## config.mk

```make
export PLATFORM = sky130hd
export DESIGN_NAME = mux_skid_reg
export DESIGN_NICKNAME = d
export VERILOG_FILES = /design/src/rtl/cpu_defs_pkg.sv /design/src/rtl/mux_n.sv /design/src/rtl/mux_skid_reg.sv
export SDC_FILE = /design/constraint.sdc
export NUM_CORES = 1
export LEC_CHECK = 0
export CORE_MARGIN = 4
export CORE_UTILIZATION = 40
export CTS_BUF_LIST = sky130_fd_sc_hd__clkbuf_4 sky130_fd_sc_hd__clkbuf_8 sky130_fd_sc_hd__clkbuf_16
export DETAILED_ROUTE_END_ITERATION = 7
export PLACE_DENSITY = 0.88
export SETUP_SLACK_MARGIN = 0.4
export SLEW_MARGIN = 0
export SYNTH_ARGS = -nofsm -noshare
export SYNTH_HDL_FRONTEND = slang
export SYNTH_HIERARCHICAL = 1
export SYNTH_SLANG_ARGS = --single-unit
```

## constraint.sdc

```tcl
create_clock -name clk -period 5.25 [get_ports clk]
set_input_delay 1.05 -clock clk [delete_from_list [all_inputs] [get_ports clk]]
set_output_delay 1.05 -clock clk [all_outputs]
set_load 0.01 [all_outputs]
```

## src/rtl/cpu_defs_pkg.sv

```systemverilog
// ---------------------------------------------------------------------------
// cpu_defs
//   Definitions shared by the CPU datapath blocks.
//   - DEFAULT_WIDTH : default datapath width
//   - occ_e         : occupancy encoding of the two-entry skid buffer
// ---------------------------------------------------------------------------
package cpu_defs;

  localparam int DEFAULT_WIDTH = 32;

  typedef enum logic [1:0] {
    OCC_EMPTY = 2'd0,
    OCC_ONE   = 2'd1,
    OCC_FULL  = 2'd2
  } occ_e;

endpackage : cpu_defs

```

## src/rtl/mux_n.sv

```systemverilog
// ---------------------------------------------------------------------------
// mux_n
//   Purely combinational N:1 selector. If sel does not address a channel
//   (possible only when NUM is not a power of two), the output is all-zero.
// Ports
//   in_data  [NUM*WIDTH]  packed channels; channel k = in_data[k*WIDTH +: WIDTH]
//   sel      [SELW]       channel select
//   out_data [WIDTH]      selected channel, or zero when sel >= NUM
// ---------------------------------------------------------------------------
module mux_n
  import cpu_defs::*;
#(
  parameter int WIDTH = DEFAULT_WIDTH,
  parameter int NUM   = 4
) (
  input  logic [NUM*WIDTH-1:0]     in_data,
  input  logic [$clog2(NUM)-1:0]   sel,
  output logic [WIDTH-1:0]         out_data
);

  localparam int SELW = $clog2(NUM);

  // Channel selection; the zero default covers out-of-range selects.
  always_comb begin
    out_data = {WIDTH{1'b0}};
    for (int k = 0; k < NUM; k++) begin
      if (sel == SELW'(k)) begin
        out_data = in_data[k*WIDTH +: WIDTH];
      end else begin
        out_data = out_data;
      end
    end
  end

endmodule : mux_n

```

## src/rtl/mux_skid_reg.sv

```systemverilog
// ---------------------------------------------------------------------------
// mux_skid_reg
//   N-way W-bit selector whose result is held in a two-entry skid buffer with
//   a valid/ready handshake, a synchronous flush and a registered select tag.
//   The main entry always drives the outputs; the skid entry catches the one
//   word that can arrive while downstream stalls, since in_ready is a
//   registered copy of "skid entry empty" and cannot react within the cycle.
// Ports
//   clk        rising-edge clock
//   reset      asynchronous active-high reset
//   in_data    [NUM*WIDTH] packed candidate channels
//   sel        [SELW]      channel select, captured with the data on accept
//   in_valid   upstream offers {in_data, sel}
//   in_ready   block can accept this cycle (registered)
//   flush      synchronous discard of all buffered entries
//   out_data   [WIDTH]     selected data of the head entry
//   out_sel    [SELW]      select value that produced out_data
//   out_valid  head entry valid (registered)
//   out_ready  downstream accepts head this cycle
// ---------------------------------------------------------------------------
module mux_skid_reg
  import cpu_defs::*;
#(
  parameter int WIDTH = DEFAULT_WIDTH,
  parameter int NUM   = 4
) (
  input  logic                     clk,
  input  logic                     reset,
  input  logic [NUM*WIDTH-1:0]     in_data,
  input  logic [$clog2(NUM)-1:0]   sel,
  input  logic                     in_valid,
  output logic                     in_ready,
  input  logic                     flush,
  output logic [WIDTH-1:0]         out_data,
  output logic [$clog2(NUM)-1:0]   out_sel,
  output logic                     out_valid,
  input  logic                     out_ready
);

  localparam int SELW = $clog2(NUM);

  occ_e              occ_q, occ_d;
  logic [WIDTH-1:0]  main_data_q, main_data_d;
  logic [SELW-1:0]   main_sel_q,  main_sel_d;
  logic [WIDTH-1:0]  skid_data_q, skid_data_d;
  logic [SELW-1:0]   skid_sel_q,  skid_sel_d;
  logic              in_ready_q,  in_ready_d;
  logic              out_valid_q, out_valid_d;

  logic [WIDTH-1:0]  mux_data;
  logic              accept;
  logic              pop;

  mux_n #(
    .WIDTH (WIDTH),
    .NUM   (NUM)
  ) u_mux (
    .in_data  (in_data),
    .sel      (sel),
    .out_data (mux_data)
  );

  assign accept = in_valid  & in_ready_q;
  assign pop    = out_valid_q & out_ready;

  // Occupancy next-state and entry loads; registers hold unless a word moves.
  always_comb begin
    occ_d       = occ_q;
    main_data_d = main_data_q;
    main_sel_d  = main_sel_q;
    skid_data_d = skid_data_q;
    skid_sel_d  = skid_sel_q;

    if (flush) begin
      // Flush wins over everything: any word accepted now is dropped. A pop
      // in this cycle already completed on the bus, so nothing is lost.
      occ_d = OCC_EMPTY;
    end else begin
      case (occ_q)
        OCC_EMPTY: begin
          if (accept) begin
            occ_d       = OCC_ONE;
            main_data_d = mux_data;
            main_sel_d  = sel;
          end else begin
            occ_d = OCC_EMPTY;
          end
        end
        OCC_ONE: begin
          if (accept && pop) begin
            occ_d       = OCC_ONE;
            main_data_d = mux_data;
            main_sel_d  = sel;
          end else if (accept) begin
            occ_d       = OCC_FULL;
            skid_data_d = mux_data;
            skid_sel_d  = sel;
          end else if (pop) begin
            occ_d = OCC_EMPTY;
          end else begin
            occ_d = OCC_ONE;
          end
        end
        OCC_FULL: begin
          // in_ready is low here, so only the downstream side can move.
          if (pop) begin
            occ_d       = OCC_ONE;
            main_data_d = skid_data_q;
            main_sel_d  = skid_sel_q;
          end else begin
            occ_d = OCC_FULL;
          end
        end
        default: begin
          occ_d = OCC_EMPTY;
        end
      endcase
    end

    // Handshake outputs are registered from the next occupancy.
    in_ready_d  = (occ_d != OCC_FULL);
    out_valid_d = (occ_d != OCC_EMPTY);
  end

  // State and data registers with asynchronous clear.
  always_ff @(posedge clk or posedge reset) begin
    if (reset) begin
      occ_q       <= OCC_EMPTY;
      main_data_q <= {WIDTH{1'b0}};
      main_sel_q  <= {SELW{1'b0}};
      skid_data_q <= {WIDTH{1'b0}};
      skid_sel_q  <= {SELW{1'b0}};
      in_ready_q  <= 1'b1;
      out_valid_q <= 1'b0;
    end else begin
      occ_q       <= occ_d;
      main_data_q <= main_data_d;
      main_sel_q  <= main_sel_d;
      skid_data_q <= skid_data_d;
      skid_sel_q  <= skid_sel_d;
      in_ready_q  <= in_ready_d;
      out_valid_q <= out_valid_d;
    end
  end

  assign in_ready  = in_ready_q;
  assign out_valid = out_valid_q;
  assign out_data  = main_data_q;
  assign out_sel   = main_sel_q;

endmodule : mux_skid_reg

```

**Word-level counts from Yosys, hierarchy flattened**

Cells that the tools add are included.

- Register bits: 72
- Input port bits: 135
- Output and inout port bits: 36
- Word-level logic and storage cells: 46

- Eq/ne operators: 9
- Mux-type cells: 19
- Bitwise gates (word level): 4
- Reduce and logical (&&, ||, !) cells: 7

Operators by type and width:

| operator | count |
|---|---|
| two-way mux 32 bit | 7 |
| case mux 32 bit (3 select lines) | 1 |
| two-way mux 2 bit | 7 |
| case mux 2 bit (3 select lines) | 2 |
| != test 2 bit, second input constant | 4 |
| equality test 2 bit, second input constant | 3 |
| AND reduction 5 bit | 1 |
| equality test 2 x 1 -> 1 bit, second input constant | 2 |
| logical NOT 2 bit | 2 |
| AND reduction 4 bit | 1 |
| nonzero test 3 bit | 1 |
| bitwise AND 1 bit | 2 |
| two-way mux 1 bit | 2 |
| NOT 1 bit | 2 |
| nonzero test 2 bit | 1 |
| logical AND 1 bit | 1 |

**Logic depth before layout (Yosys ltp)**

Gate-level depths: netlist of the first run.

- Depth in word-level cells: 7
- Mapped depth: 7
- Gate-level depth less buffers: 7

**Cells and area by module**

Netlist of the first run, hierarchy kept.

By module, submodules not included:

| module | times used | cells an instance | area an instance (sq um) | sequential area each (sq um) |
|---|---|---|---|---|
| mux_skid_reg | 1 | 287 | 3081.7 | 1803.0 |
| mux_n | 1 | 39 | 814.5 | 0.0 |

**Least setup slack after synthesis of the first run**

OpenSTA, ideal clock, no wires.

- Path kind: input-to-reg
- Start: input port in_valid
- End: register skid_sel_q[1]
- Setup time: 125 ps
- Arrival: 2179 ps
- Required time: 5125 ps
- Slack: 2947 ps
- Cell stages on the path: 5
- Buffers on the path: 1
- Cell sequence: nand2_1 -> o21ai_2 -> nor3_4 -> buf_4 -> mux2_2

- Longest elaborated chain between the ends: 4

Ends and longest elaborated chain:

| item | line | text |
|---|---|---|
| start, declared | mux_skid_reg.sv:31 | `input logic in_valid,` |
| bitwise AND 1 bit (*) | mux_skid_reg.sv:63 | `assign accept = in_valid & in_ready_q;` |
| logical AND 1 bit | mux_skid_reg.sv:90 | `if (accept && pop) begin` |
| NOT 1 bit (no source line) | n/a |  |
| AND reduction 4 bit (no source line) (*) | n/a |  |
| end signal, assigned | mux_skid_reg.sv:132 | `skid_sel_q <= {SELW{1'b0}};` |
| end signal, assigned | mux_skid_reg.sv:140 | `skid_sel_q <= skid_sel_d;` |
| end, declared | mux_skid_reg.sv:46 | `logic [SELW-1:0] skid_sel_q, skid_sel_d;` |

Mark *: on every way between the ends. The rest lies on a longest branch, timed or not.
A chain may end at the register's enable or synchronous reset.

**Final worst setup path of the first run**

- Start: input port in_valid
- End: register main_data_q[17] (netlist: out_data[17])

- Longest elaborated chain between the ends: 4
- Elaborated cells between the ends (all ways): 5
- Classes of those cells: eq/ne (2); bitwise (1); reduce/logical (2)

Ends and longest elaborated chain:

| item | line | text |
|---|---|---|
| bitwise AND 1 bit (*) | mux_skid_reg.sv:63 |  |
| logical AND 1 bit | mux_skid_reg.sv:90 |  |
| != test 2 bit (no source line) | n/a |  |
| AND reduction 5 bit (no source line) (*) | n/a |  |
| end signal, assigned | mux_skid_reg.sv:129 | `main_data_q <= {WIDTH{1'b0}};` |
| end signal, assigned | mux_skid_reg.sv:137 | `main_data_q <= main_data_d;` |
| end, declared | mux_skid_reg.sv:43 | `logic [WIDTH-1:0] main_data_q, main_data_d;` |

Marks and branches as above.

==> impl_metrics.ini, run 1 <==
[drt]
viasPerCell = 5.41
dr_wl_met3_um = 947
wl_met2_um = 5830
wl_um = 11000
wl_per_cell_um = 17.9
antenna_left = 0
drt_pass1_iterations = 4
drc = 0
first_iter_violations = 189
met1_length_um = 4140
top_layer = met4
vias = 3338

[global_route]
grt-ovfl-total = 0
grt_pass1_wl_um = 17000
antenna_found_initial = 0
globalRouteTotalUtil_pct = 18.9
grt_pass1_vias = 3440
grt_max_degree = 73

[clocking]
ctsResizeCount = 0
htreeDepth = 3
numCtsBuffers = 9
clockBufferDepth = 2
insertion_delay_ns = 0.34
cts_tree = yes
clock_sinks = 72
cts_root_buf = clkbuf_8
clk_pin_slew_ns = 0.08
post_cts_buffers = 0
holdBufCountCts = 0

[placement]
place_ws_ns = 1.15
port_buffers = 170
dp_hpwl_um = 7830
place_congestion = 0.734
placedCellCount = 601

[floorplanning]
core_sq_um = 9370
start_util_pct = 41.6
fp.dieArea_sq_um = 11400
fp.dieW_um = 107
ioPinCount = 171
rows = 35
die_h_um = 107

[worst_setup_path]
r2r_start = in_ready
rr_worst_depth = 4
r2r_end = out_data[17]
critPathRequiredTime_ns = 5.38
critPathLaunchType = primary input
cp_max_fo = 36
cp-end-kind = flip-flop
r2r_slack_ns = 2.11
cp.arrival_ns = 3.93
setup.worst_path.class = in2reg

[sta]
grt_setup_unrepaired = false
fin_ws_ns = 1.45
setup_viol = 0
clock_skew_ns = 0.0121
relSlewSlack_pct = 15.9
layout_worst_path_cycle_share_pct = 72.3
period_minus_slack_ns = 3.80
worst_pin_slew_ns = 1.26
tns_ns = 0
fmax_ghz = 0.264
hold_viol = 0
slew_viol_final = 0

[yosys]
syn_avg_cell_area_sq_um = 12.0
yosysSeqAreaShare_pct = 46.3
synth_cells = 326
synthArstFlopShare_pct = 100
synth-main-ff-cell = dfrtp_1
synth_area_sq_um = 3900
synth_edf_count = 0
synth-seq-cells = 72
yosys_warnings = 6
post_synth_num_cell_types = 26
synth_fp_nets = 462

[worst_hold_path]
hp-start = skid_data_q[6]
worstHoldPathType = reg2reg
hold_depth = 1
hold_end = skid_data_q[6]

[pwr]
p_total_mw = 2.11
power_density_nw_per_um2 = 359
p_switching_mw = 0.593
sw_frac_of_total_pct = 28.2
leakagePower_nw = 2.30
peakVddDrop_uv = 175
p_clk_share_pct = 25.9
p_comb_share_pct = 32.7
internal-power_mw = 1.51
seqPwrFrac_pct = 41.4

[final_layout]
final_cell_mix = 168 x clkdlybuf4s50_1, 74 x nand2_1, 71 x dfrtp_1, 36 x a21oi_1, 35 x a31oi_1
fillers = 758
final_common_cell = clkdlybuf4s50_1
area_growth_pct = 50.6
antenna-diode-count = 0
final_cells = 617
fin_util_pct = 62.6
drive_above_1_share_pct = 18.6
num-nets-final = 619

[job]
cap_violations = 0

[run_status]
status = finished, final reports clean
==> critical path: stages <==
cell and delay (ns):
clkdlybuf4s50_1 0.47, nand2_1 0.21, o21ai_4 0.85, and2_1 1.09, a31oi_1 0.23
==> flip-flops by register name (all words and copies together) (netlist names) <==
| signal | count |
|---|---|
| skid_sel_q | 2 |
| out_data | 32 |
| in_ready | 1 |
| occ_q | 2 |
| out_sel | 2 |
| skid_data_q | 32 |
| out_valid | 1 |
==> cells in the mapped netlist, types with 3 or more instances <==
cell type	count	area [sq um]
clkbuf_1	11	41.3
buf_4	6	45.0
buf_2	7	35.0
nand2_1	74	278
dfrtp_1	71	1780
a21oi_1	36	180
buf_12	3	60.1
mux4_2	30	676
mux2_2	33	372
a31oi_1	35	219
==> power by group through the flow <==
| stage | Sequential (mW) | Clock (mW) | Combinational (mW) |
|---|---|---|---|
| after global routing | 0.897 | 0.570 | 0.746 |
| after floorplan | 0.891 | 0 | 0.314 |
| final | 0.872 | 0.545 | 0.688 |
| after global placement | 0.868 | 0 | 0.666 |
| after detailed placement | 0.878 | 0 | 0.695 |
| after CTS | 0.872 | 0.552 | 0.697 |
==> worst max-delay path by stage <==
stage | start | to | slack, ns | cells past startpoint
after floorplan | reset | occ_q[0] | 2.38 | 1
after global placement | in_valid | out_data[8] | 1.33 | 5
after detailed placement | in_valid | out_data[17] | 1.15 | 5
after CTS | in_valid | out_data[17] | 1.51 | 5
after global routing | in_valid | out_data[2] | 1.28 | 5
final | in_valid | out_data[17] | 1.45 | 5
==> layout make-up <==
cell class                      count  area, sq um  area share (%)
Timing Repair Buffer              174         1720            29.3
Inverter                            2         7.51           0.128
Tap cell                          129          161            2.75
Sequential cell                    72         1800            30.7
Multi-Input combinational cell    224         1920            32.7
Clock buffer                       11          151            2.58
Clock inverter                      5          103            1.75
==> routing by layer <==
metal / up-vias / track usage, %
li1: 1524 / -
met1: 1666 / 22.3
met2: 136 / 33.7
met3: 12 / 5.18
met4: 0 / 5.30
met5: - / 0
==> kinds of logic after synthesis <==
kind of cell	Yosys count	synth area share (%)
AND/OR/NAND/NOR	83	8.77
AO/OA/AOI/OAI	74	11.0
flip-flops	72	46.3
multiplexers	66	28.5
buffers and inverters	30	5.14
adder cells (fa/ha/maj)	1	0.321
==> through the flow <==
step | hold slack (ns) | area [sq um]
after floorplan | 0.458 | 3900
after global placement | 0.469 | 5610
after detailed placement | 0.493 | 5610
after CTS | 0.513 | 5870
after global routing | 0.527 | 5870
final | 0.512 | 5870
Power figures use the tool's default switching activity.
==> inputs of run 2 (changes only) <==
==> constraint.sdc (replaced) <==
create_clock -name clk -period 3.59 [get_ports clk]
set_input_delay 0.718 -clock clk [delete_from_list [all_inputs] [get_ports clk]]
set_output_delay 0.718 -clock clk [all_outputs]
set_load 0.01 [all_outputs]
==> run 2 against run 1 <==
Effect of this change:
- worst hold slack lost 0.015 ns
- highest routed layer unchanged
- via count grew 1.4%
- sequential power grew 46%
- global-route usage grew 0.32 points
- register-to-register slack lost 0.61 ns
- clock power grew 9.2%
- flip-flop and latch count is the same
==> impl_metrics.ini, run 2 (synthesis results as in run 1) <==
[sta]
slew_viol_final = 0
clock_skew_ns = 0.00893
layout_worst_path_cycle_share_pct = 66.9
tns_ns = 0
fmax_ghz = 0.416
timing.hold.ws_ns = 0.497
relSlewSlack_pct = 41.8
setup_viol = 0
fin_ws_ns = 1.19
grt_setup_unrepaired = false
period_minus_slack_ns = 2.40
hold_viol = 0
worst_pin_slew_ns = 0.871

[pwr]
leakagePower_nw = 2.30
peakVddDrop_uv = 241
power_density_nw_per_um2 = 491

[worst_setup_path]
r2r_slack_ns = 1.50
cp.arrival_ns = 2.64
cp-end-kind = flip-flop
critPathLaunchType = primary input
setup.worst_path.class = in2reg
rr_worst_depth = 5
cp_max_fo = 25
r2r_end = skid_data_q[25]
critPathRequiredTime_ns = 3.83
r2r_start = occ_q[0]

[final_layout]
area_growth_pct = 50.2
final_common_cell = clkdlybuf4s50_1
fillers = 762
ff_latch_area_sq_um = 1800
drive_above_1_share_pct = 19.5
fin_util_pct = 62.4
final_cell_mix = 168 x clkdlybuf4s50_1, 74 x nand2_1, 71 x dfrtp_1, 36 x a21oi_1, 35 x a31oi_1
multi_input_comb_area_sq_um = 1920
antenna-diode-count = 0
num-nets-final = 624

[clocking]
cts_tree = yes
numCtsBuffers = 9
cts_root_buf = clkbuf_8
insertion_delay_ns = 0.33
ctsResizeCount = 0
clockBufferDepth = 2
htreeDepth = 3
holdBufCountCts = 0
post_cts_buffers = 0
clk_pin_slew_ns = 0.08
clock_sinks = 72

[drt]
drc = 0
viasPerCell = 5.44
drt_pass1_iterations = 4
wl_per_cell_um = 17.6
antenna_left = 0
vias = 3384
first_iter_violations = 111
wl_um = 11000

[floorplanning]
fp.dieW_um = 107
start_util_pct = 41.6
ioPinCount = 171
die_h_um = 107
rows = 35
core_sq_um = 9370
fp.dieArea_sq_um = 11400

[global_route]
grt_max_degree = 37
globalRouteTotalUtil_pct = 19.2
antenna_found_initial = 0
grt-ovfl-total = 0
grt_pass1_vias = 3551
grt_pass1_wl_um = 17300

[worst_hold_path]
worstHoldPathType = reg2reg
hold_depth = 1
hp-start = skid_data_q[27]
hold_end = skid_data_q[27]

[placement]
place_ws_ns = 0.860
place_congestion = 0.748
dp_hpwl_um = 8220
port_buffers = 170

[run_status]
status = finished, final reports clean

[job]
cap_violations = 0
-- run 2: cell types whose count changed in the layout (fill, tap and decap cells not counted) --
cell / delta
buf_12: +1
clkbuf_8: +1
clkbuf_4: +1
bufinv_16: -3
clkinv_2: +2
buf_4: +4
clkinvlp_4: -1
-- run 2: through the flow --
stage | area [sq um] | power, mW | std cells
finish | 5850 | 2.87 | 622
global route | 5850 | 3.05 | 622
CTS | 5850 | 2.90 | 622
detailed placement | 5660 | 2.30 | 606
global placement | 5660 | 2.24 | 606
floorplan | 3900 | 1.76 | 326
-- run 2: worst max-delay path by stage --
stage / startpoint / endpoint / cells after the start
2_1_floorplan: reset / occ_q[0] / 1
3_3_place_gp: in_valid / out_data[6] / 6
3_5_place_dp: in_valid / out_data[26] / 6
4_1_cts: in_valid / out_data[26] / 6
5_1_grt: in_valid / out_data[9] / 6
6_report: in_valid / out_data[9] / 6
-- run 2: where the power goes --
| part | internal, mW | switching [mW] | total, mW | leakage, nW |
|---|---|---|---|---|
| logic | 0.615 | 0.393 | 1.01 | 1.37 |
| clock network | 0.312 | 0.283 | 0.595 | 0.103 |
| registers | 1.11 | 0.163 | 1.27 | 0.834 |
| total | 2.03 | 0.838 | 2.87 | 2.30 |
-- run 2: worst max-delay path, cell delays in order --
cell	delay (ns)
clkdlybuf4s50_1	0.46
nand2_1	0.21
a221oi_4	0.57
buf_4	0.38
a21oi_1	0.12
a31oi_1	0.17
-- run 2: layer usage --
layer,GRT usage (%),part of all wire [%]
met2,33.3,52
met4,6.48,1.6
met5,0,0
met3,5.60,9.0
met1,22.8,37
-- run 2: cell type report --
| type | count | area share (%) |
|---|---|---|
| multi-input combinational | 224 | 32.8 |
| sequential | 72 | 30.8 |
| timing repair buffer | 179 | 30.3 |
| clock buffer | 13 | 2.95 |
| tap | 129 | 2.76 |
| clock inverter | 3 | 0.257 |
| inverter | 2 | 0.128 |
==> inputs of run 3 (changes only) <==
==> constraint.sdc (replaced) <==
create_clock -name clk -period 2.3 [get_ports clk]
set_input_delay 0.46 -clock clk [delete_from_list [all_inputs] [get_ports clk]]
set_output_delay 0.46 -clock clk [all_outputs]
set_load 0.01 [all_outputs]
==> run 3 against run 2 <==
Effect of this change:
- via count down 0.59%
- largest power group unchanged
- critical path type is now reg2out
- largest cell class unchanged
- first-iteration DRC count up 61%
- die area unchanged
- worst hold slack better by 0.010 ns
- clock-buffer cell count down 4
- sequential power up 56%
==> impl_metrics.ini, run 3 (synthesis results as in run 1) <==
[sta]
slew_viol_final = 0
timing.hold.ws_ns = 0.508
grt_setup_unrepaired = false
hold_viol = 0
period_minus_slack_ns = 1.85
relSlewSlack_pct = 59.1
tns_ns = 0
worst_pin_slew_ns = 0.614
fmax_ghz = 0.539
fin_ws_ns = 0.445
setup_viol = 0
clock_skew_ns = 0.00655
layout_worst_path_cycle_share_pct = 80.7

[drt]
wl_um = 11100
vias = 3364
wl_per_cell_um = 17.8
antenna_left = 0
drt_pass1_iterations = 4
viasPerCell = 5.36
drc = 0
first_iter_violations = 179

[pwr]
peakVddDrop_uv = 362
leakagePower_nw = 2.34
power_density_nw_per_um2 = 764

[floorplanning]
start_util_pct = 41.6
core_sq_um = 9370
fp.dieW_um = 107
die_h_um = 107
ioPinCount = 171
rows = 35
fp.dieArea_sq_um = 11400

[clocking]
htreeDepth = 3
insertion_delay_ns = 0.33
clockBufferDepth = 2
holdBufCountCts = 0
cts_tree = yes
clock_sinks = 72
clk_pin_slew_ns = 0.08
cts_root_buf = clkbuf_8
numCtsBuffers = 9

[placement]
place_congestion = 0.759
placedCellCount = 612
port_buffers = 170
dp_hpwl_um = 8520
place_ws_ns = 0.0689

[worst_hold_path]
worstHoldPathType = reg2reg

[final_layout]
final_cell_mix = 168 x clkdlybuf4s50_1, 73 x nand2_1, 71 x dfrtp_1, 36 x a21oi_1, 35 x a31oi_1
antenna-diode-count = 0
final_cells = 628
fillers = 764
drive_above_1_share_pct = 20.8
area_growth_pct = 53.4
final_common_cell = clkdlybuf4s50_1
num-nets-final = 630

[worst_setup_path]
cp_top_family = flip-flops
cp_slowest_cell = dfstp_2
crit_chain = clkdlybuf4s50_1
path_buf_inv = 1
cp_max_fo = 2
slowest_delay_ns = 0.54
cp-end-kind = output port
critPathRequiredTime_ns = 1.84
setup.worst_path.class = reg2out
critPathLaunchType = flip-flop
cp.arrival_ns = 1.39

[global_route]
grt_pass1_wl_um = 17800
grt_max_degree = 73
grt_pass1_vias = 3651
grt-ovfl-total = 0
globalRouteTotalUtil_pct = 19.8
antenna_found_initial = 0

[run_status]
status = finished, final reports clean

[job]
cap_violations = 0
==> run 3: final timing paths <==
kind | startpoint | end | slack, ns | cells after the start
worst max-delay path | in_ready | in_ready | 0.45 | 1
worst min-delay path | skid_data_q[27] | skid_data_q[27] | 0.51 | 1
worst max register to register | occ_q[0] | skid_data_q[25] | 0.54 | 5
worst min register to register | skid_data_q[27] | skid_data_q[27] | 0.51 | 1
max in group asynchronous | reset | in_ready | 1.39 | 3
min in group asynchronous | reset | out_data[18] | 0.58 | 3
==> run 3: metal layers <==
metal / global-route usage (%) / wire length [um] / up-vias
li1: - / - / 1547
met1: 23.1 / 4190 / 1664
met2: 36.1 / 6100 / 145
met3: 4.64 / 762 / 8
met4: 5.57 / 91 / 0
met5: 0 / 0 / -
==> run 3: cell type report <==
type	count	area (sq um)	share of cell area, %
clock buffers	9	124	2.07
clock inverters	7	71.3	1.19
inverters	2	11.3	0.188
multi-input cells	224	1920	32.2
flip-flops and latches	72	1800	30.2
well taps	129	161	2.70
repair buffers	185	1880	31.5
==> run 3: repair_timing <==
item / in CTS / in global routing
endpoints found under the hold margin: 0 / 0
gates resized for setup: 0 / 3
setup buffers: 0 / 0
setup endpoints to repair: 0 / 33
==> run 3: through the flow <==
step / instance area [sq um] / util [%] / total power [mW]
6_report: 5980 / 63.8 / 4.57
5_1_grt: 5980 / 63.8 / 4.86
4_1_cts: 5970 / 63.7 / 4.61
3_5_place_dp: 5770 / 61.6 / 3.62
3_3_place_gp: 5770 / 61.6 / 3.52
2_1_floorplan: 3900 / - / 2.75
==> run 3: power by group <==
| part | internal, mW | leakage, nW | switching (mW) | total (mW) |
|---|---|---|---|---|
| Clock | 0.501 | 0.0916 | 0.479 | 0.979 |
| Sequential | 1.72 | 0.834 | 0.258 | 1.98 |
| Combinational | 0.984 | 1.42 | 0.622 | 1.61 |
| Total | 3.21 | 2.34 | 1.36 | 4.57 |
==> RTL change: new RTL, config.mk and constraints of run 2 <==
`DEFAULT_WIDTH`: 32 -> 48.
--- a/src/rtl/cpu_defs_pkg.sv
+++ b/src/rtl/cpu_defs_pkg.sv
@@ -6,7 +6,7 @@
 // ---------------------------------------------------------------------------
 package cpu_defs;
 
-  localparam int DEFAULT_WIDTH = 32;
+  localparam int DEFAULT_WIDTH = 48;
 
   typedef enum logic [1:0] {
     OCC_EMPTY = 2'd0,
Interface: changed (resized in_data and out_data); port bits go from 171 to 251. No check against the original RTL was run, so the function may have changed too.
==> RTL change against run 2 <==
  * Register-to-register slack worse by 0.44 ns
  * Wire length is 72% higher
  * First-iteration DRC count is 110% higher
  * Clock skew is 0.0041 ns higher
  * Sequential share of layout area is 3.0 points lower
  * Hold slack worse by 0.011 ns
  * Largest cell class unchanged
  * Global-route usage is 1.6 points higher
  * Sequential cell count is 32 higher
  * Cell area is 60% higher
  * Total power is 57% higher
  * Worst setup slack worse by 0.13 ns
  * Synthesized area is 66% higher
==> RTL change: results (changes against run 2) <==
Synthesis
  – Synth unique cells: 33 (+27%)
  – Post-synth top cells: 103 x dfrtp_1, 52 x a21oi_1, 50 x a22oi_2, 50 x and3b_1, 49 x a211oi_1
  – Largest cells by area after synthesis: dfrtp_1 40%, mux4_2 17%, a22oi_2 9.6%
  – Seq/Total Area, Yosys: 0.402 (-0.0612)

Setup path
  – Worst setup path end: out_data[29]
  – FF-to-FF Start: occ_q[1]
  – Cells on worst reg2reg path: 4 (-1)
  – Worst R2R Setup Slack: 1.06 ns (-0.44 ns)
  – Worst-path fanout max: 56 (+120%)
  – CP Data Arrival Time: 2.71 ns (+0.07 ns)
  – WS Path Type: reg -> reg

Hold path
  – Hold path startpoint: skid_data_q[0]
  – Hold WC Path Type: reg -> reg

Global route
  – Met2 Usage GRT: 0.382 (+0.0493)
  – Total Routing Usage GR: 0.208 (+0.0160)
  – Largest net degree at the start of global routing: 57 (+54%)
  – Vias in the first global route: 5873 (+65%)
  – Global-route met1 utilization: 0.237 (+0.00934)

STA
  – Pin slew with the least headroom to its limit: 0.915 ns (+0.0433 ns)

Placed design
  – Post-DP HPWL: 14.0 mm (+71%)
  – Cell Area, Placed: 9050 um^2 (+60%)
  – Routability congestion estimate: 0.862 (+15%)
  – Port bufs: 250 (+47%)

Finish
  – Nets@finish: 901 (+44%)
  – Share of cells above drive strength 1: 0.258 (+0.0631)

Power and ir drop
  – Sw frac: 0.294 (+0.00176)
  – Maximum VDD drop: 0.317 mV (+31%)
  – LEAKAGE: 3.65 nW (+58%)

Status
  – Status: complete, no violations

Drt
  – Routed wire length: 18.9 mm (+72%)
  – First-iteration detailed-routing DRC count: 229 (+110%)
## RTL change: cell types whose count changed in the layout (fill, tap and decap cells not counted), sizes merged, moves of 7 or more
cell / delta
a22oi: +50
dfrtp: +32
and3b: +50
clkdlybuf4s50: +79
mux2: +16
nand2: -73
a211oi: +49
a21oi: +16
buf: +7
a31oi: -35
mux4: +16
## RTL change: worst min-delay path by stage
| stage | depth (start not counted) | end | slack (ns) |
|---|---|---|---|
| final | 1 | skid_data_q[0] | 0.49 |
| after global routing | 1 | skid_data_q[9] | 0.50 |
| after CTS | 1 | skid_data_q[19] | 0.49 |
| after detailed placement | 1 | skid_data_q[19] | 0.48 |
| after global placement | 1 | skid_data_q[25] | 0.47 |
| after floorplan | 1 | skid_data_q[0] | 0.46 |
## RTL change: cell families after synthesis
logic type               after synthesis  synth area share
buffers and inverters                 62            0.0552
AND/OR/NAND/NOR                       63            0.0845
AO/OA/AOI/OAI                        157             0.203
multiplexers                          98             0.254
flip-flops                           104             0.402
adder cells (fa/ha/maj)                1           0.00193
## RTL change: metal layers
layer / routed length [um] / up-vias / part of all wire
met5: 0 / - / 0
met4: 428 / 0 / 0.023
met2: 10100 / 207 / 0.53
met1: 7150 / 2627 / 0.38
li1: - / 2364 / -
met3: 1220 / 36 / 0.065
## RTL change: stage by stage
step                hold WS, ns  setup WS (ns)  instances
floorplan                 0.457           1.48        485
global placement          0.466          0.879        906
detailed placement        0.476          0.795        906
CTS                       0.491           1.06        922
global route              0.502          0.875        922
finish                    0.487           1.06        922
## RTL change: layout make-up
cell class                 count  area, um^2
clock inverter                 5        57.6
tap                          216         270
timing repair buffer         265        2630
clock buffer                  11         240
fill                        1257        6530
sequential                   104        2610
multi-input combinational    319        3540
inverter                       2        11.3
## RTL change: power groups by stage
stage	clock, mW	combinational (mW)	sequential [mW]
6_report	0.980	1.65	1.87
3_5_place_dp	0	1.66	1.88
4_1_cts	1.01	1.67	1.87
5_1_grt	1.06	1.77	1.92
3_3_place_gp	0	1.60	1.85
2_1_floorplan	0	0.871	1.86
## RTL change: critical path, stage by stage, from the launching register on
cell,delay [ns]
dfrtp_2,0.96
nand4b_1,0.45
o211ai_4,0.51
buf_12,0.31
a22oi_2,0.08
